`src/rtl/cnn_frame_scheduler_if.sv`:
```
// Frame-request, stage-valid and result bundle between the host/pipeline and the CNN frame scheduler.
// Naming keeps the i_/o_ prefixes as seen from the scheduler.
interface cnn_frame_scheduler_if #(
   parameter int CLS_BW = 8,
   parameter int FC_BW  = 16
);
   logic              i_start;
   logic              o_start_ready;
   logic              o_feed_start;
   logic              i_conv1_valid;
   logic              i_pool_valid;
   logic              i_st2_valid;
   logic              i_cls_valid;
   logic [CLS_BW-1:0] i_cls_alpha;
   logic              o_busy;
   logic              o_done;
   logic [CLS_BW-1:0] o_alpha;
   logic              o_err;
   logic [1:0]        o_err_code;
   logic              i_err_clr;
   logic [FC_BW-1:0]  o_frame_cnt;

   modport master (
      output i_start, i_conv1_valid, i_pool_valid, i_st2_valid,
             i_cls_valid, i_cls_alpha, i_err_clr,
      input  o_start_ready, o_feed_start, o_busy, o_done, o_alpha,
             o_err, o_err_code, o_frame_cnt
   );

   modport slave (
      input  i_start, i_conv1_valid, i_pool_valid, i_st2_valid,
             i_cls_valid, i_cls_alpha, i_err_clr,
      output o_start_ready, o_feed_start, o_busy, o_done, o_alpha,
             o_err, o_err_code, o_frame_cnt
   );
endinterface

```
`src/rtl/cnn_frame_scheduler.sv`:
```
// Frame-level sequencer for the Braille CNN pipeline: start handshake, per-stage
// valid-count audit, classifier result latch, one-deep start queue and watchdog.
//
// state | meaning
// IDLE  | waiting for a frame request
// FEED  | one cycle: feeder start pulse, counters and watchdog cleared
// RUN   | counting stage valids, waiting for the classifier
// DONE  | one cycle: done pulse, frame counter already bumped
// ERR   | sticky error, waits for i_err_clr
module cnn_frame_scheduler #(
   parameter int CONV1_CNT = 576,
   parameter int POOL_CNT  = 144,
   parameter int ST2_CNT   = 64,
   parameter int TIMEOUT   = 4096,
   parameter int CLS_BW    = 8,
   parameter int FC_BW     = 16
) (
   input logic                  clk,
   input logic                  reset_n,
   cnn_frame_scheduler_if.slave bus
);
   localparam logic [2:0] S_IDLE = 3'd0;
   localparam logic [2:0] S_FEED = 3'd1;
   localparam logic [2:0] S_RUN  = 3'd2;
   localparam logic [2:0] S_DONE = 3'd3;
   localparam logic [2:0] S_ERR  = 3'd4;

   localparam int C1W = $clog2(CONV1_CNT + 1);
   localparam int PLW = $clog2(POOL_CNT + 1);
   localparam int S2W = $clog2(ST2_CNT + 1);
   localparam int WDW = $clog2(TIMEOUT + 1);

   logic [2:0]        state;
   logic              pend;
   logic [C1W-1:0]    c1_q;
   logic [PLW-1:0]    pl_q;
   logic [S2W-1:0]    s2_q;
   logic [WDW-1:0]    wd_q;
   logic [CLS_BW-1:0] alpha_q;
   logic [1:0]        code_q;
   logic [FC_BW-1:0]  fcnt_q;

   logic              ready;
   logic              start_acc;
   logic              any_v;
   logic              ovf;
   logic              complete;
   logic              tmo;
   logic [C1W:0]      c1_sum;
   logic [PLW:0]      pl_sum;
   logic [S2W:0]      s2_sum;

   assign ready     = !pend && (state != S_ERR);
   assign start_acc = bus.i_start && ready;
   assign any_v     = bus.i_conv1_valid || bus.i_pool_valid || bus.i_st2_valid;

   // sums are one bit wider so a pulse on a full counter cannot alias to a match
   assign c1_sum = {1'b0, c1_q} + (C1W+1)'(bus.i_conv1_valid);
   assign pl_sum = {1'b0, pl_q} + (PLW+1)'(bus.i_pool_valid);
   assign s2_sum = {1'b0, s2_q} + (S2W+1)'(bus.i_st2_valid);

   assign complete = (c1_sum == (C1W+1)'(CONV1_CNT)) &&
                     (pl_sum == (PLW+1)'(POOL_CNT)) &&
                     (s2_sum == (S2W+1)'(ST2_CNT));

   assign ovf = (bus.i_conv1_valid && (c1_q == C1W'(CONV1_CNT))) ||
                (bus.i_pool_valid  && (pl_q == PLW'(POOL_CNT)))  ||
                (bus.i_st2_valid   && (s2_q == S2W'(ST2_CNT)));

   assign tmo = !any_v && (wd_q == WDW'(TIMEOUT - 1));

   always_ff @(posedge clk) begin
      if (!reset_n) begin
         state   <= S_IDLE;
         pend    <= 1'b0;
         c1_q    <= '0;
         pl_q    <= '0;
         s2_q    <= '0;
         wd_q    <= '0;
         alpha_q <= '0;
         code_q  <= '0;
         fcnt_q  <= '0;
      end else begin
         case (state)
            S_IDLE: if (start_acc) state <= S_FEED;
            S_FEED: begin
               c1_q  <= '0;
               pl_q  <= '0;
               s2_q  <= '0;
               wd_q  <= '0;
               state <= S_RUN;
            end
            S_RUN: begin
               c1_q <= c1_sum[C1W-1:0];
               pl_q <= pl_sum[PLW-1:0];
               s2_q <= s2_sum[S2W-1:0];
               wd_q <= any_v ? '0 : wd_q + WDW'(1);
               if (ovf) begin
                  state  <= S_ERR;
                  code_q <= 2'd2;
               end else if (bus.i_cls_valid && !complete) begin
                  state  <= S_ERR;
                  code_q <= 2'd1;
               end else if (bus.i_cls_valid) begin
                  state   <= S_DONE;
                  alpha_q <= bus.i_cls_alpha;
                  fcnt_q  <= fcnt_q + FC_BW'(1);
               end else if (tmo) begin
                  state  <= S_ERR;
                  code_q <= 2'd3;
               end
            end
            S_DONE: state <= (pend || start_acc) ? S_FEED : S_IDLE;
            S_ERR: begin
               if (bus.i_err_clr) begin
                  state  <= S_IDLE;
                  code_q <= '0;
               end
            end
            default: state <= S_IDLE;
         endcase

         // one-deep queue: DONE consumes it, ERR discards it
         if ((state == S_ERR) || (state == S_DONE))
            pend <= 1'b0;
         else if (start_acc && (state != S_IDLE))
            pend <= 1'b1;
      end
   end

   assign bus.o_start_ready = ready;
   assign bus.o_feed_start  = (state == S_FEED);
   assign bus.o_busy        = (state == S_FEED) || (state == S_RUN) || (state == S_DONE);
   assign bus.o_done        = (state == S_DONE);
   assign bus.o_err         = (state == S_ERR);
   assign bus.o_err_code    = code_q;
   assign bus.o_alpha       = alpha_q;
   assign bus.o_frame_cnt   = fcnt_q;
endmodule

```
`src/flat_wrapper.sv`:
```
// flat-port wrapper written by rule: the top's interface ports become plain ports
module cnn_frame_scheduler_flat 
#(
   parameter int CONV1_CNT = 576,
   parameter int POOL_CNT  = 144,
   parameter int ST2_CNT   = 64,
   parameter int TIMEOUT   = 4096,
   parameter int CLS_BW    = 8,
   parameter int FC_BW     = 16
)
  (clk, reset_n, bus_i_start, bus_i_conv1_valid, bus_i_pool_valid, bus_i_st2_valid, bus_i_cls_valid, bus_i_cls_alpha, bus_i_err_clr, bus_o_start_ready, bus_o_feed_start, bus_o_busy, bus_o_done, bus_o_alpha, bus_o_err, bus_o_err_code, bus_o_frame_cnt);
  cnn_frame_scheduler_if #(.CLS_BW(CLS_BW), .FC_BW(FC_BW)) bus_i ();
  input logic clk;
  input logic reset_n;
  input wire logic [$bits(bus_i.i_start)-1:0] bus_i_start;
  input wire logic [$bits(bus_i.i_conv1_valid)-1:0] bus_i_conv1_valid;
  input wire logic [$bits(bus_i.i_pool_valid)-1:0] bus_i_pool_valid;
  input wire logic [$bits(bus_i.i_st2_valid)-1:0] bus_i_st2_valid;
  input wire logic [$bits(bus_i.i_cls_valid)-1:0] bus_i_cls_valid;
  input wire logic [$bits(bus_i.i_cls_alpha)-1:0] bus_i_cls_alpha;
  input wire logic [$bits(bus_i.i_err_clr)-1:0] bus_i_err_clr;
  output wire logic [$bits(bus_i.o_start_ready)-1:0] bus_o_start_ready;
  output wire logic [$bits(bus_i.o_feed_start)-1:0] bus_o_feed_start;
  output wire logic [$bits(bus_i.o_busy)-1:0] bus_o_busy;
  output wire logic [$bits(bus_i.o_done)-1:0] bus_o_done;
  output wire logic [$bits(bus_i.o_alpha)-1:0] bus_o_alpha;
  output wire logic [$bits(bus_i.o_err)-1:0] bus_o_err;
  output wire logic [$bits(bus_i.o_err_code)-1:0] bus_o_err_code;
  output wire logic [$bits(bus_i.o_frame_cnt)-1:0] bus_o_frame_cnt;
  assign bus_i.i_start = bus_i_start;
  assign bus_i.i_conv1_valid = bus_i_conv1_valid;
  assign bus_i.i_pool_valid = bus_i_pool_valid;
  assign bus_i.i_st2_valid = bus_i_st2_valid;
  assign bus_i.i_cls_valid = bus_i_cls_valid;
  assign bus_i.i_cls_alpha = bus_i_cls_alpha;
  assign bus_i.i_err_clr = bus_i_err_clr;
  assign bus_o_start_ready = bus_i.o_start_ready;
  assign bus_o_feed_start = bus_i.o_feed_start;
  assign bus_o_busy = bus_i.o_busy;
  assign bus_o_done = bus_i.o_done;
  assign bus_o_alpha = bus_i.o_alpha;
  assign bus_o_err = bus_i.o_err;
  assign bus_o_err_code = bus_i.o_err_code;
  assign bus_o_frame_cnt = bus_i.o_frame_cnt;
  cnn_frame_scheduler #(.CONV1_CNT(CONV1_CNT), .POOL_CNT(POOL_CNT), .ST2_CNT(ST2_CNT), .TIMEOUT(TIMEOUT), .CLS_BW(CLS_BW), .FC_BW(FC_BW)) u_core (.clk(clk), .reset_n(reset_n), .bus(bus_i));
endmodule
```
`config.mk`:
```
export PLATFORM = sky130hd
export DESIGN_NAME = cnn_frame_scheduler_flat
export DESIGN_NICKNAME = d
export VERILOG_FILES = /design/src/rtl/cnn_frame_scheduler_if.sv /design/src/rtl/cnn_frame_scheduler.sv /design/src/flat_wrapper.sv
export SDC_FILE = /design/constraint.sdc
export NUM_CORES = 1
export LEC_CHECK = 0
export CAP_MARGIN = 40
export CORE_AREA = 2 2 113 115
export DETAILED_ROUTE_END_ITERATION = 7
export DIE_AREA = 0 0 115 117
export PLACE_DENSITY = 0.49
export SETUP_SLACK_MARGIN = 0.15
export SKIP_LAST_GASP = 1
export SYNTH_ARGS = -nofsm -noshare
export SYNTH_HDL_FRONTEND = slang
export SYNTH_SLANG_ARGS = --single-unit
export TNS_END_PERCENT = 100
```
`constraint.sdc`:
```
create_clock -name clk -period 7 [get_ports clk]
set_clock_uncertainty 0.05 [all_clocks]
set_input_delay 2.1 -clock clk [delete_from_list [all_inputs] [get_ports clk]]
set_output_delay 2.1 -clock clk [all_outputs]
set_load 0.01 [all_outputs]
```
== Word level (Yosys, flattened, before mapping) ==
Cells that the tools add are included.
Widths: inputs -> output; s select.

* Register bits: 68
* Output and inout port bits: 31
* Logic and storage cells: 82
* Input port bits: 16

* Muxes and demuxes: 19
* Add/sub/neg operators: 5
* Eq/ne operators: 17
* Reduce and logical (&&, ||, !) cells: 29
* Bitwise logic cells: 3

{| class="wikitable"
|+ Operators by type and width
! cell !! number
|-
| $pmux 13 s2 || 1
|-
| $pmux 10 s2 || 1
|-
| $mux 3 || 6
|-
| $add 16x1->16 const B || 1
|-
| $pmux 8 s2 || 1
|-
| $pmux 3 s5 || 1
|-
| $pmux 7 s2 || 1
|-
| $add 13x1->13 const B || 1
|-
| $eq 13x12->1 const B || 1
|-
| $mux 13 || 1
|-
| $add 10x1->11 || 1
|-
| $eq 11x10->1 const B || 1
|-
| $eq 10x10->1 const B || 1
|-
| $logic_and 1x1->1 || 10
|-
| $mux 2 || 5
|-
| $add 8x1->9 || 1
|-
| $eq 9x8->1 const B || 1
|-
| $add 7x1->8 || 1
|-
| $eq 8x7->1 const B || 1
|-
| $eq 8x8->1 const B || 1
|-
| $logic_or 1x1->1 || 8
|-
| $reduce_and 4->1 || 2
|-
| $eq 7x7->1 const B || 1
|-
| $eq 3x2->1 const B || 2
|-
| other kinds (17) || 22
|}

== Depth between registers and ports, before layout ==
Gate-level depths: netlist of the first run.

* Word-level depth: 9
* Mapped depth: 10

== Worst setup path after synthesis of the first run ==
Ideal clock, no wire load.

* Path type: input-to-reg
* Start point: in bus_i_conv1_valid
* End point: reg u_core.fcnt_q[7] (netlist: u_core.bus.o_frame_cnt[7])
* Data required time: 6.880 ns
* Arrival time: 4.565 ns
* Buffers on the path: 1
* Slack: 2.314 ns
* Cell stages on the path: 10
* Cell sequence: ha_1 ha_1 nand3_2 or4_1 a2111oi_2 and4_4 nand4_4 buf_6 or3_1 a21oi_1

* Cells in the longest elaborated chain, start to end: 8
* Elaborated cells on any way between the ends: 12
* Those cells by class: add/sub (1); eq/ne (1); bitwise (2); reduce/logical (8)

{| class="wikitable"
|+ RTL lines
! element !! RTL line !! source
|-
| start, declared || flat_wrapper.sv:16 || <nowiki>input wire logic [$bits(bus_i.i_conv1_valid)-1:0] bus_i_conv1_valid;</nowiki>
|-
| $add 10x1->11 || cnn_frame_scheduler.sv:58 || <nowiki>assign c1_sum = {1'b0, c1_q} + (C1W+1)'(bus.i_conv1_valid);</nowiki>
|-
| $eq 11x10->1 || cnn_frame_scheduler.sv:62 || <nowiki>assign complete = (c1_sum == (C1W+1)'(CONV1_CNT)) &&</nowiki>
|-
| $logic_and 1x1->1 || cnn_frame_scheduler.sv:62 ||
|-
| $logic_and 1x1->1 || cnn_frame_scheduler.sv:63 || <nowiki>(pl_sum == (PLW+1)'(POOL_CNT)) &&</nowiki>
|-
| $logic_not 1->1 || cnn_frame_scheduler.sv:101 || <nowiki>end else if (bus.i_cls_valid && !complete) begin</nowiki>
|-
| $logic_and 1x1->1 || cnn_frame_scheduler.sv:101 ||
|-
| $not 1->1 (no line) || n/a ||
|-
| $reduce_and 4->1 (no line) (*) || n/a ||
|-
| end signal, assigned || cnn_frame_scheduler.sv:107 || <nowiki>fcnt_q <= fcnt_q + FC_BW'(1);</nowiki>
|-
| end, declared || cnn_frame_scheduler.sv:41 || <nowiki>logic [FC_BW-1:0] fcnt_q;</nowiki>
|}

Mark *: on every way between the ends. The rest lies on a longest branch, timed or not.
A chain may end at the register's enable or synchronous reset.

== Worst setup path in the final report of the first run ==
* Start point: in bus_i_conv1_valid
* End point: reg u_core.fcnt_q[11] (netlist: u_core.bus.o_frame_cnt[11])

The elaborated chain is that of the path after synthesis.

==> flow_summary.rst, run 1 <==
.. list-table::
   :header-rows: 1

   * - Metric
     - Value
   * - Finished Layout Cells
     - approximately 650
   * - Number of different library cells in the post-synthesis netlist
     - 55
   * - Number of remaining DRC errors
     - 0
   * - Iteration count of the initial detailed-routing pass
     - 4
   * - Highest Clock Rate
     - roughly 190 MHz
   * - Number of standard-cell rows in the floorplan
     - just over 40
   * - Max VDD drop
     - approximately 0.15 mV
   * - Initial standard-cell utilization of the core
     - 29.3%
   * - Outcome
     - completed
   * - Number of top-level pins
     - between 40 and 50
   * - Half-perimeter wire length after placement
     - roughly 6.4 mm
   * - Critical path peak fanout
     - 22
   * - Clock buffer depth
     - 2
   * - Type of element launching the critical path
     - input port
   * - Register clock-pin slew on the reported worst setup and hold paths
     - 0.05 ns
   * - Commonest cells after routing, fill and taps aside
     - 68 x sky130_fd_sc_hd__dfxtp_1, 67 x sky130_fd_sc_hd__nor2_1, 46 x sky130_fd_sc_hd__clkdlybuf4s50_1, 44 x sky130_fd_sc_hd__a21oi_1, 32 x sky130_fd_sc_hd__nand2_1
   * - Flop and latch count out of synthesis
     - 68
   * - Detailed router's first-iteration violation count
     - about 180
   * - TritonCTS clock tree
     - yes
   * - Core Footprint
     - between 10000 and 15000 µm²
   * - Placed instance count
     - roughly 630
   * - Unrepaired setup endpoints after global routing
     - no
   * - Worst min-delay path endpoint
     - u_core.bus.o_err_code[0]
   * - Number of sinks driven by the clock tree
     - a little under 70
   * - Maximum number of pins on one net before global-route repair
     - 47
   * - Number of H-tree levels
     - 3
   * - Number of fill cells
     - 1313
   * - First-pass GRT wire length
     - approximately 15 mm
   * - Mapped Area
     - roughly 3600 µm²
   * - Syn nets
     - slightly below 500
   * - P per Cell Area
     - 253 nW/µm²
   * - Setup-failing EPs final
     - 0
   * - Number of gates resized after cts
     - 0
   * - Most common library cell in the layout ignoring fill and taps
     - sky130_fd_sc_hd__dfxtp_1
   * - Reg2Reg Launch Point
     - u_core.c1_q[0]
   * - Synthesized instance count
     - roughly 460
   * - Total Power Consumption
     - roughly 1.1 mW
   * - Share of final-layout standard cells stronger than drive strength 1
     - 6.85%
   * - Crit end category
     - flip-flop
   * - Hold Vio Cnt, Final
     - 0
   * - Via density per instance
     - about 5.4
   * - Clock Tree Root
     - sky130_fd_sc_hd__clkbuf_16
   * - Count of port buffers added during placement
     - 46
   * - Area growth from synthesis to layout
     - 23.9%
   * - Horizontal die dimension
     - between 100 and 150 µm
   * - Avg Inst Size Synth
     - 7.87 µm²
   * - Class of the most critical setup path
     - in2reg
   * - Hold buffers post-CTS
     - 0
   * - Lkg Pwr
     - about 1.5 nW
   * - Warning count from the yosys run
     - 0
   * - Data required time at the worst endpoint
     - a little over 7 ns
   * - Number of antenna violations at the first check in global routing
     - 0
   * - Number of nets with antenna violations after detailed routing
     - 0
   * - Chip height
     - between 100 and 150 µm
   * - Hold Crit Class
     - reg2reg
   * - Overflow after GRT
     - 0
   * - Routability-driven placement congestion ratio
     - 0.780
   * - Arrival time of the worst setup path
     - 5.39 ns
   * - Total Routed Length
     - approximately 9.4 mm
   * - DR WL/cell
     - 14.5 µm
   * - Total setup buffers inserted after CTS
     - 0
   * - Start point of the worst hold path
     - u_core.bus.o_err_code[0]
   * - Floorplan die area
     - around 13000 µm²
   * - Tmin final
     - ~5.2 ns
   * - Worst-case headroom to the max-slew limit
     - a little over two fifths
   * - Async set or reset register ratio after synthesis
     - 0%
   * - Sequential area share after synthesis
     - between 30% and 40%
   * - Number of max-cap violations
     - 0
   * - Instance count along the most critical hold path
     - 2
   * - Via Count
     - between 3000 and 4000
   * - Antenna Diode Count
     - 0
   * - Via count of the first global-routing pass
     - approximately 3100
   * - R2R Setup Slk
     - around 3.8 ns
   * - Max-slew violations
     - 0
   * - Prevailing post-synth register cell
     - sky130_fd_sc_hd__dfxtp_1
   * - Worst slack on hold paths
     - 0.438 ns
   * - Setup TNS
     - 0 ns
   * - Measured slew at the worst slew-check pin
     - 0.852 ns
   * - Post-route clock period utilization
     - 74.6%
   * - Clock latency on the worst-skew pair
     - between 0.3 and 0.4 ns
   * - Count of flip-flops with a built-in enable after synthesis
     - 0
   * - Register-to-Register Path Depth
     - 10
   * - Count of nets after finishing
     - 517
   * - Total global routing track utilization
     - 14.4%
   * - Total clock buffers created by CTS
     - 9
   * - Worst r2r dst
     - u_core.bus.o_frame_cnt[11]
[registers in the layout (all words and copies together) (netlist names)]
signal                  count
u_core.bus.o_frame_cnt     16
u_core.wd_q                13
u_core.c1_q                10
u_core.bus.o_alpha          8
u_core.pl_q                 8
u_core.s2_q                 7
u_core.state                3
u_core.bus.o_err_code       2
u_core.pend                 1
[final cells by class]
cell class	instances	area (µm²)	share of cell area, %
inverters	12	45.0	1.01
clock buffers	12	256	5.75
multi-input cells	351	2080	46.6
flip-flops and latches	68	1360	30.5
well taps	150	188	4.21
repair buffers	51	498	11.2
clock inverters	2	35.0	0.785
[worst max-delay path, cell delays in order]
cell and delay [ns]:
sky130_fd_sc_hd__clkdlybuf4s50_1 0.53, sky130_fd_sc_hd__ha_1 0.25, sky130_fd_sc_hd__ha_1 0.27, sky130_fd_sc_hd__nand3_2 0.16, sky130_fd_sc_hd__or4_1 0.58, sky130_fd_sc_hd__a2111oi_2 0.42
sky130_fd_sc_hd__nand4_1 0.25, sky130_fd_sc_hd__nor3_4 0.18, sky130_fd_sc_hd__buf_4 0.32, sky130_fd_sc_hd__a31oi_1 0.12, sky130_fd_sc_hd__o21a_1 0.19
[cells by family (layout without fill, tap and decap cells)]
kind of cell / Yosys count / after routing / synth area share [%]
multiplexers: 12 / 12 / 3.37
adder cells (fa/ha/maj): 8 / 8 / 2.78
XOR/XNOR: 8 / 8 / 1.95
buffers and inverters: 39 / 77 / 4.65
AO/OA/AOI/OAI: 113 / 113 / 19.2
flip-flops: 68 / 68 / 37.8
AND/OR/NAND/NOR: 210 / 210 / 30.3
[Yosys cell counts (3+ instances only)]
master | count | share of area [%]
sky130_fd_sc_hd__a21oi_1 | 44 | 6.1
sky130_fd_sc_hd__a22oi_1 | 9 | 1.9
sky130_fd_sc_hd__a311oi_1 | 5 | 1.2
sky130_fd_sc_hd__a31o_2 | 5 | 1.2
sky130_fd_sc_hd__and2_1 | 4 | 0.69
sky130_fd_sc_hd__and3_1 | 11 | 1.9
sky130_fd_sc_hd__buf_2 | 5 | 0.69
sky130_fd_sc_hd__clkbuf_1 | 19 | 2.0
sky130_fd_sc_hd__dfxtp_1 | 68 | 38
sky130_fd_sc_hd__ha_1 | 8 | 2.8
sky130_fd_sc_hd__inv_1 | 12 | 1.3
sky130_fd_sc_hd__mux2i_1 | 11 | 3.1
sky130_fd_sc_hd__nand2_1 | 32 | 3.3
sky130_fd_sc_hd__nand2b_1 | 4 | 0.69
sky130_fd_sc_hd__nand3_1 | 16 | 2.2
sky130_fd_sc_hd__nand3b_1 | 3 | 0.63
sky130_fd_sc_hd__nand4_1 | 16 | 2.8
sky130_fd_sc_hd__nor2_1 | 67 | 7.0
sky130_fd_sc_hd__nor3_1 | 17 | 2.4
sky130_fd_sc_hd__nor3b_1 | 5 | 1.0
sky130_fd_sc_hd__nor4_1 | 6 | 1.0
sky130_fd_sc_hd__o21ai_0 | 30 | 4.2
sky130_fd_sc_hd__or3_1 | 8 | 1.4
sky130_fd_sc_hd__or4_1 | 5 | 1.0
sky130_fd_sc_hd__xnor2_1 | 6 | 1.5
[metrics by stage]
step	worst slack, ns	instance area (µm²)	utilization [%]
after floorplan	2.31	3600	-
after global placement	1.54	4170	33.9
after detailed placement	1.47	4170	33.9
after CTS	1.81	4460	36.3
after global routing	1.55	4460	36.3
final	1.78	4460	36.3
[where the power goes]
part	switching, mW	internal (mW)	total (mW)
combinational	0.167	0.0932	0.260
clock	0.163	0.291	0.454
sequential	0.0137	0.401	0.415
total	0.344	0.785	1.13
[per-layer routing]
layer,vias up,wire [µm],global-route usage [%]
li1,1737,-,-
met1,1641,4570,19.2
met2,73,4270,23.2
met3,9,408,3.35
met4,0,108,4.90
met5,-,0,0
[how the worst max path moves through the flow]
stage | startpoint | slack (ns) | cells after the start | end
finish | bus_i_conv1_valid | 1.78 | 11 | u_core.bus.o_frame_cnt[11]
detailed placement | bus_i_conv1_valid | 1.47 | 11 | u_core.bus.o_err_code[1]
CTS | bus_i_conv1_valid | 1.81 | 11 | u_core.bus.o_frame_cnt[11]
global placement | bus_i_conv1_valid | 1.54 | 11 | u_core.bus.o_frame_cnt[11]
floorplan | bus_i_conv1_valid | 2.31 | 10 | u_core.bus.o_frame_cnt[7]
global route | bus_i_conv1_valid | 1.55 | 11 | u_core.bus.o_alpha[6]
Note: power is estimated with default switching activity, not from simulation.
==> inputs of run 2 (changes only) <==
PLACE_DENSITY = 0.51   (was 0.49)
clock period = 4.45 ns   (was 7 ns; I/O delays follow)
==> run 2 against run 1 <==
Compared with the run above:
- combinational power grew 60%
- final area rose by 2.9%
- worst setup slack worse by 1.4 ns
- sequential share of layout area decreased by 0.85 points
- power rose by 54%
- first-iteration DRC count down 1.1%
- final cell count up 2.3%
- sequential cell count stayed put
==> flow_summary.rst, run 2 (synthesized netlist as in run 1, its figures left out) <==
.. list-table::
   :header-rows: 1

   * - Metric
     - Value
   * - Clock Tree Root
     - sky130_fd_sc_hd__clkbuf_16
   * - Cell internal pwr
     - 1.20 mW (+52%)
   * - Total Routed Length
     - 9.57 mm (+2.4%)
   * - Via count of the first global-routing pass
     - 3215 (+2.7%)
   * - Detailed router's first-iteration violation count
     - 182 (-1.1%)
   * - Overflow after GRT
     - 0 (unchanged)
   * - Setup-failing EPs final
     - 0 (unchanged)
   * - CP max stage delay
     - 0.59 ns (about the same)
   * - Horizontal die dimension
     - 115 µm (unchanged)
   * - Floorplan die area
     - 13500 µm² (unchanged)
   * - Flip-flop count of the largest register, all copies and words added
     - 16 (unchanged)
   * - Unrepaired setup endpoints after global routing
     - no
   * - Design area
     - 4590 µm² (+2.9%)
   * - Utilization after layout
     - 37.3% (+1.0 points)
   * - Routed met3 length
     - 595 µm (+46%)
   * - Antenna Diode Count
     - 0 (unchanged)
   * - Placed instance area
     - 4290 µm² (+2.8%)
   * - Met2 layer wire length in the routed design
     - 4.47 mm (+4.7%)
   * - Number of H-tree levels
     - 3 (unchanged)
   * - Critical path peak fanout
     - 7 (-68%)
   * - Number of nets with antenna violations after detailed routing
     - 0 (unchanged)
   * - Number of sinks driven by the clock tree
     - 68 (unchanged)
   * - Tmin final
     - a little over 4 ns
   * - Lkg Pwr
     - 1.59 nW (+5.0%)
   * - Half-perimeter wire length after placement
     - 6.46 mm (+0.50%)
   * - Count of nets after finishing
     - 532 (+2.9%)
   * - Count of port buffers added during placement
     - 46 (unchanged)
   * - Clock latency on the worst-skew pair
     - 0.34 ns (about the same)
   * - Most common library cell in the layout ignoring fill and taps
     - sky130_fd_sc_hd__dfxtp_1
   * - P per Cell Area
     - 379 nW/µm² (+50%)
   * - Outcome
     - completed
   * - Number of antenna violations at the first check in global routing
     - 0 (unchanged)
   * - DR WL/cell
     - 14.5 µm (about the same)
   * - Hold buffers post-CTS
     - 0 (unchanged)
   * - Routability-driven placement congestion ratio
     - 0.834 (+6.8%)
   * - R2R Setup Slk
     - 1.58 ns (-2.18 ns)
   * - Uppermost layer routed
     - met4
   * - Commonest cells after routing, fill and taps aside
     - 68 x sky130_fd_sc_hd__dfxtp_1, 67 x sky130_fd_sc_hd__nor2_1, 46 x sky130_fd_sc_hd__clkdlybuf4s50_1, 44 x sky130_fd_sc_hd__a21oi_1, 32 x sky130_fd_sc_hd__nand2_1
   * - Class of the most critical setup path
     - in2reg
   * - Via Count
     - 3539 (+2.3%)
   * - Hold Vio Cnt, Final
     - 0 (unchanged)
   * - Total clock buffers created by CTS
     - 9 (unchanged)
   * - Switching part of the total
     - 31.4% (+0.92 points)
   * - TritonCTS clock tree
     - yes
   * - Worst-case headroom to the max-slew limit
     - 44.2% (+0.95 points)
   * - Series of cell instances along the critical path
     - clkdlybuf4s50_1 > ha_1 > ha_1 > nand3_2 > or4_1 > a2111oi_4 > and4_4 > nand4_4 > or3_1 > a21oi_1
   * - Total setup buffers inserted after CTS
     - 0 (unchanged)
   * - First-pass GRT wire length
     - 15.1 mm (-2.1%)
   * - Crit end category
     - flip-flop
   * - Measured slew at the worst slew-check pin
     - 0.837 ns (-0.0142 ns)
   * - Post-route clock period utilization
     - roughly nine tenths
   * - Data required time at the worst endpoint
     - 4.67 ns (-2.50 ns)
   * - Iteration count of the initial detailed-routing pass
     - 4 (unchanged)
   * - Core Footprint
     - 12300 µm² (unchanged)
   * - Number of remaining DRC errors
     - 0 (unchanged)
   * - Number of fill cells
     - 1264 (-3.7%)
   * - Total global routing track utilization
     - 14.4% (-0.081 points)
   * - Chip height
     - 117 µm (unchanged)
   * - Area growth from synthesis to layout
     - 27.4%
   * - Initial standard-cell utilization of the core
     - 29.3% (unchanged)
   * - Share of final-layout standard cells stronger than drive strength 1
     - 9.78% (+2.9 points)
   * - Type of element launching the critical path
     - input port
   * - Clock network power share
     - 38.7% (-1.5 points)
   * - P_sw
     - 546 µW (+59%)
   * - Highest Clock Rate
     - around 250 MHz
   * - Register clock-pin slew on the reported worst setup and hold paths
     - 0.05 ns (about the same)
   * - Wire length on met1
     - 4.39 mm (-4.0%)
   * - Max VDD drop
     - 0.189 mV (+22%)
   * - Number of gates resized after cts
     - 0 (unchanged)
   * - Number of top-level pins
     - 47 (unchanged)
   * - Top cell by count, worst path
     - sky130_fd_sc_hd__ha_1
   * - Number of standard-cell rows in the floorplan
     - 41 (unchanged)
   * - Clock buffer depth
     - 2 (unchanged)
   * - Max-slew violations
     - 0 (unchanged)
   * - Critical-path cell with the highest stage delay
     - sky130_fd_sc_hd__or4_1
   * - Hold Crit Class
     - reg2reg
   * - Worst slack on hold paths
     - 0.428 ns (-0.00975 ns)
   * - Number of max-cap violations
     - 0 (unchanged)
   * - Combinational power share
     - 23.8% (+0.8 points)
   * - Maximum number of pins on one net before global-route repair
     - 34 (-28%)
   * - Via density per instance
     - 5.35 (about the same)
   * - Seq pwr share
     - 37.5% (+0.7 points)
   * - Arrival time of the worst setup path
     - 4.30 ns (-1.09 ns)
-- run 2: power groups by stage --
stage | registers [mW] | clock network (mW) | logic, mW
after detailed placement | 0.665 | 0 | 0.413
after global routing | 0.656 | 0.722 | 0.457
after CTS | 0.652 | 0.699 | 0.415
final | 0.652 | 0.674 | 0.415
after floorplan | 0.659 | 0 | 0.261
after global placement | 0.665 | 0 | 0.410
-- run 2: cell type report --
cell class,instances,area (µm²),area share (%)
multi-input cells,352,2100,45.8
flip-flops and latches,68,1360,29.7
repair buffers,65,616,13.4
clock buffers,12,267,5.81
well taps,150,188,4.09
inverters,12,45.0,0.981
clock inverters,2,10.0,0.218
-- run 2: path summary, 6_finish.rpt --
kind	startpoint	end	depth (start not counted)
max	bus_i_conv1_valid	u_core.bus.o_frame_cnt[15]	10
min	u_core.bus.o_err_code[0]	u_core.bus.o_err_code[0]	2
max reg2reg	u_core.c1_q[0]	u_core.bus.o_frame_cnt[15]	9
min reg2reg	u_core.bus.o_err_code[0]	u_core.bus.o_err_code[0]	2
-- run 2: worst max-delay path, delay by kind of cell --
family	cells	cell delay, ns
buffers and inverters	1	0.54
AO/OA/AOI/OAI	2	0.52
AND/OR/NAND/NOR	5	1.52
adder cells (fa/ha/maj)	2	0.37
-- run 2: routing by layer --
| layer | vias up | global-route usage, % |
|---|---|---|
| li1 | 1769 | - |
| met1 | 1675 | 16.9 |
| met2 | 82 | 24.5 |
| met3 | 13 | 4.79 |
| met4 | 0 | 5.30 |
| met5 | - | 0 |
-- run 2: metrics by stage --
step / power (mW) / setup slack [ns] / instances / TNS, ns
2_1_floorplan: 0.920 / 0.529 / 458 / 0
3_3_place_gp: 1.08 / -0.00867 / 646 / -0.00867
3_5_place_dp: 1.08 / -0.0165 / 646 / -0.0165
4_1_cts: 1.77 / 0.342 / 660 / 0
5_1_grt: 1.84 / 0.156 / 661 / 0
6_report: 1.74 / 0.373 / 661 / 0
==> inputs of run 3 (changes only) <==
CELL_PAD_IN_SITES_DETAIL_PLACEMENT = 0   (was not set)
CELL_PAD_IN_SITES_GLOBAL_PLACEMENT = 2   (was not set)
CORE_AREA = 2 2 115 117   (was 2 2 113 115)
DIE_AREA = 0 0 117 119   (was 0 0 115 117)
PLACE_DENSITY = 0.75   (was 0.51)
REMOVE_ABC_BUFFERS = 1   (was not set)
SETUP_SLACK_MARGIN = 0.1   (was 0.15)
==> run 3 against run 2 <==
Compared with the run above:
- final cell count increased by 3.8%
- largest power group unchanged
- wire length decreased by 2.5%
- final area increased by 0.68%
- worst hold slack got worse by 0.010 ns
- worst setup slack improved by 0.011 ns
- largest cell class unchanged
==> flow_summary.rst, run 3 (synthesized netlist as in run 1, its figures left out) <==
.. list-table::
   :header-rows: 1

   * - Metric
     - Value
   * - Number of H-tree levels
     - 3 (unchanged)
   * - Area growth from synthesis to layout
     - 28.3%
   * - Measured slew at the worst slew-check pin
     - 0.560 ns (-0.277 ns)
   * - Number of nets with antenna violations after detailed routing
     - 0 (unchanged)
   * - Register clock-pin slew on the reported worst setup and hold paths
     - 0.05 ns (about the same)
   * - Number of remaining DRC errors
     - 0 (unchanged)
   * - Clock network power share
     - 39.0% (+0.3 points)
   * - Iteration count of the initial detailed-routing pass
     - 4 (unchanged)
   * - Combinational power share
     - 24.4% (+0.6 points)
   * - Via Count
     - 3470 (-1.9%)
   * - Number of gates resized after cts
     - 0 (unchanged)
   * - Hold Vio Cnt, Final
     - 0 (unchanged)
   * - Start point of the worst hold path
     - u_core.bus.o_err_code[0]
   * - Total Routed Length
     - 9.33 mm (-2.5%)
   * - Routability-driven placement congestion ratio
     - 0.723 (-13%)
   * - Class of the most critical setup path
     - in2reg
   * - Number of max-cap violations
     - 0 (unchanged)
   * - P_sw
     - 541 µW (-1.1%)
   * - Total setup buffers inserted after CTS
     - 0 (unchanged)
   * - Horizontal die dimension
     - 117 µm (+1.7%)
   * - Hold buffers post-CTS
     - 0 (unchanged)
   * - Outcome
     - completed
   * - Max VDD drop
     - 0.156 mV (-17%)
   * - Via density per instance
     - 5.06 (-5.5%)
   * - Switching part of the total
     - 30.5% (-0.90 points)
   * - Overflow after GRT
     - 0 (unchanged)
   * - Detailed router's first-iteration violation count
     - 125 (-31%)
   * - Number of standard-cell rows in the floorplan
     - 42 (+2.4%)
   * - Antenna Diode Count
     - 0 (unchanged)
   * - Chip height
     - 119 µm (+1.7%)
   * - Type of element launching the critical path
     - input port
   * - Data required time at the worst endpoint
     - 4.66 ns (about the same)
   * - Clock buffer depth
     - 2 (unchanged)
   * - Total Power Consumption
     - 1.77 mW (+1.9%)
   * - Unrepaired setup endpoints after global routing
     - no
   * - Floorplan die area
     - 13900 µm² (+3.5%)
   * - Count of port buffers added during placement
     - 46 (unchanged)
   * - Tmin final
     - 4.07 ns (-0.0106 ns)
   * - Commonest cells after routing, fill and taps aside
     - 68 x sky130_fd_sc_hd__dfxtp_1, 67 x sky130_fd_sc_hd__nor2_1, 46 x sky130_fd_sc_hd__clkdlybuf4s50_1, 44 x sky130_fd_sc_hd__a21oi_1, 32 x sky130_fd_sc_hd__nand2_1
   * - Setup TNS
     - 0 ns (unchanged)
   * - Maximum number of pins on one net before global-route repair
     - 44 (+29%)
   * - Post-route clock period utilization
     - 91.4% (-0.24 points)
   * - Core Footprint
     - 12900 µm² (+4.6%)
   * - Half-perimeter wire length after placement
     - 6.47 mm (+0.22%)
   * - Initial standard-cell utilization of the core
     - 28.0% (-1.3 points)
   * - Number of top-level pins
     - 47 (unchanged)
   * - Register-to-Register Path Depth
     - 9 (unchanged)
   * - Finished Layout Cells
     - 686 (+3.8%)
   * - Share of final-layout standard cells stronger than drive strength 1
     - 9.61% (-0.18 points)
   * - Flip-flop count of the largest register, all copies and words added
     - 16 (unchanged)
   * - Total global routing track utilization
     - 14.2% (-0.13 points)
   * - Placed instance count
     - 673 (+4.2%)
   * - Number of sinks driven by the clock tree
     - 68 (unchanged)
   * - Worst min-delay path endpoint
     - u_core.bus.o_err_code[0]
   * - Setup-failing EPs final
     - 0 (unchanged)
   * - Critical path peak fanout
     - 13 (+6)
   * - Via count of the first global-routing pass
     - 3164 (-1.6%)
   * - R2R Setup Slk
     - 1.52 ns (-0.06 ns)
   * - Clock Tree Root
     - sky130_fd_sc_hd__clkbuf_16
   * - P per Cell Area
     - 384 nW/µm² (+1.2%)
   * - Seq pwr share
     - 36.7% (-0.8 points)
   * - Highest Clock Rate
     - 246 MHz (+0.26%)
   * - Worst-case headroom to the max-slew limit
     - 62.6% (+18 points)
   * - Clock latency on the worst-skew pair
     - 0.33 ns (about the same)
   * - Cell internal pwr
     - 1.23 mW (+3.2%)
   * - TritonCTS clock tree
     - yes
   * - Instance count along the most critical hold path
     - 2 (unchanged)
   * - Arrival time of the worst setup path
     - 4.28 ns (-0.02 ns)
   * - Most common library cell in the layout ignoring fill and taps
     - sky130_fd_sc_hd__dfxtp_1
   * - Reg2Reg Launch Point
     - u_core.c1_q[0]
   * - Worst r2r dst
     - u_core.bus.o_frame_cnt[15]
   * - Hold Crit Class
     - reg2reg
   * - Max-slew violations
     - 0 (unchanged)
   * - Lkg Pwr
     - 1.59 nW (-0.36%)
   * - Count of nets after finishing
     - 532 (unchanged)
   * - Total clock buffers created by CTS
     - 9 (unchanged)
   * - DR WL/cell
     - 13.6 µm (-6.1%)
   * - Number of antenna violations at the first check in global routing
     - 0 (unchanged)
   * - Crit end category
     - flip-flop
   * - First-pass GRT wire length
     - 15.6 mm (+3.3%)
[run 3: cell count changes in the layout (fill, tap and decap cells not counted)]
cell and delta:
sky130_fd_sc_hd__bufinv_16 +1, sky130_fd_sc_hd__buf_8 +1, sky130_fd_sc_hd__a2111oi_4 -1, sky130_fd_sc_hd__a2111oi_2 +1, sky130_fd_sc_hd__clkbuf_8 -2, sky130_fd_sc_hd__nor3_2 +1
sky130_fd_sc_hd__buf_12 +1, sky130_fd_sc_hd__buf_4 -1, sky130_fd_sc_hd__nand4_2 -1, sky130_fd_sc_hd__nor3_4 -1
[run 3: worst max path at each step]
| stage | startpoint | endpoint | slack, ns |
|---|---|---|---|
| after floorplan | bus_i_conv1_valid | u_core.bus.o_err_code[0] | -0.12 |
| after global placement | bus_i_conv1_valid | u_core.bus.o_frame_cnt[15] | 0.03 |
| after detailed placement | bus_i_conv1_valid | u_core.bus.o_frame_cnt[15] | -0.003 |
| after CTS | bus_i_conv1_valid | u_core.bus.o_frame_cnt[15] | 0.36 |
| after global routing | bus_i_conv1_valid | u_core.bus.o_frame_cnt[15] | 0.16 |
| final | bus_i_conv1_valid | u_core.bus.o_frame_cnt[15] | 0.38 |
[run 3: power by group through the flow]
stage	Clock, mW	Sequential [mW]	Combinational (mW)
global placement	0	0.663	0.415
global route	0.735	0.655	0.485
CTS	0.714	0.651	0.438
floorplan	0	0.661	0.239
finish	0.691	0.651	0.432
detailed placement	0	0.664	0.436
[run 3: metrics by stage]
step	setup slack (ns)	instance area (µm²)	hold slack, ns	util [%]
floorplan	-0.118	3480	0.401	-
global placement	0.0278	4330	0.413	33.6
detailed placement	-0.00297	4340	0.415	33.7
CTS	0.360	4620	0.422	35.9
global route	0.162	4620	0.455	35.9
finish	0.383	4620	0.418	35.9
[run 3: layout make-up]
cell class,count,area [µm²]
clock inverters,3,40.0
well taps,176,220
inverters,12,45.0
clock buffers,10,239
flip-flops and latches,68,1360
repair buffers,66,643
multi-input cells,351,2070
fillers,1343,8250
[run 3: per-layer routing]
metal / wire [µm] / global-route usage (%)
met1: 4690 / 20.3
met2: 4130 / 20.3
met3: 300 / 3.00
met4: 201 / 6.47
met5: 0 / 0
[run 3: worst max-delay path: stages]
cell and delay [ns]:
sky130_fd_sc_hd__clkdlybuf4s50_1 0.49, sky130_fd_sc_hd__ha_1 0.18, sky130_fd_sc_hd__ha_1 0.19, sky130_fd_sc_hd__nand3_2 0.08
sky130_fd_sc_hd__or4_1 0.55, sky130_fd_sc_hd__a2111oi_2 0.43, sky130_fd_sc_hd__and4_4 0.31, sky130_fd_sc_hd__nand4_4 0.18
sky130_fd_sc_hd__or3_1 0.39, sky130_fd_sc_hd__a21oi_1 0.14
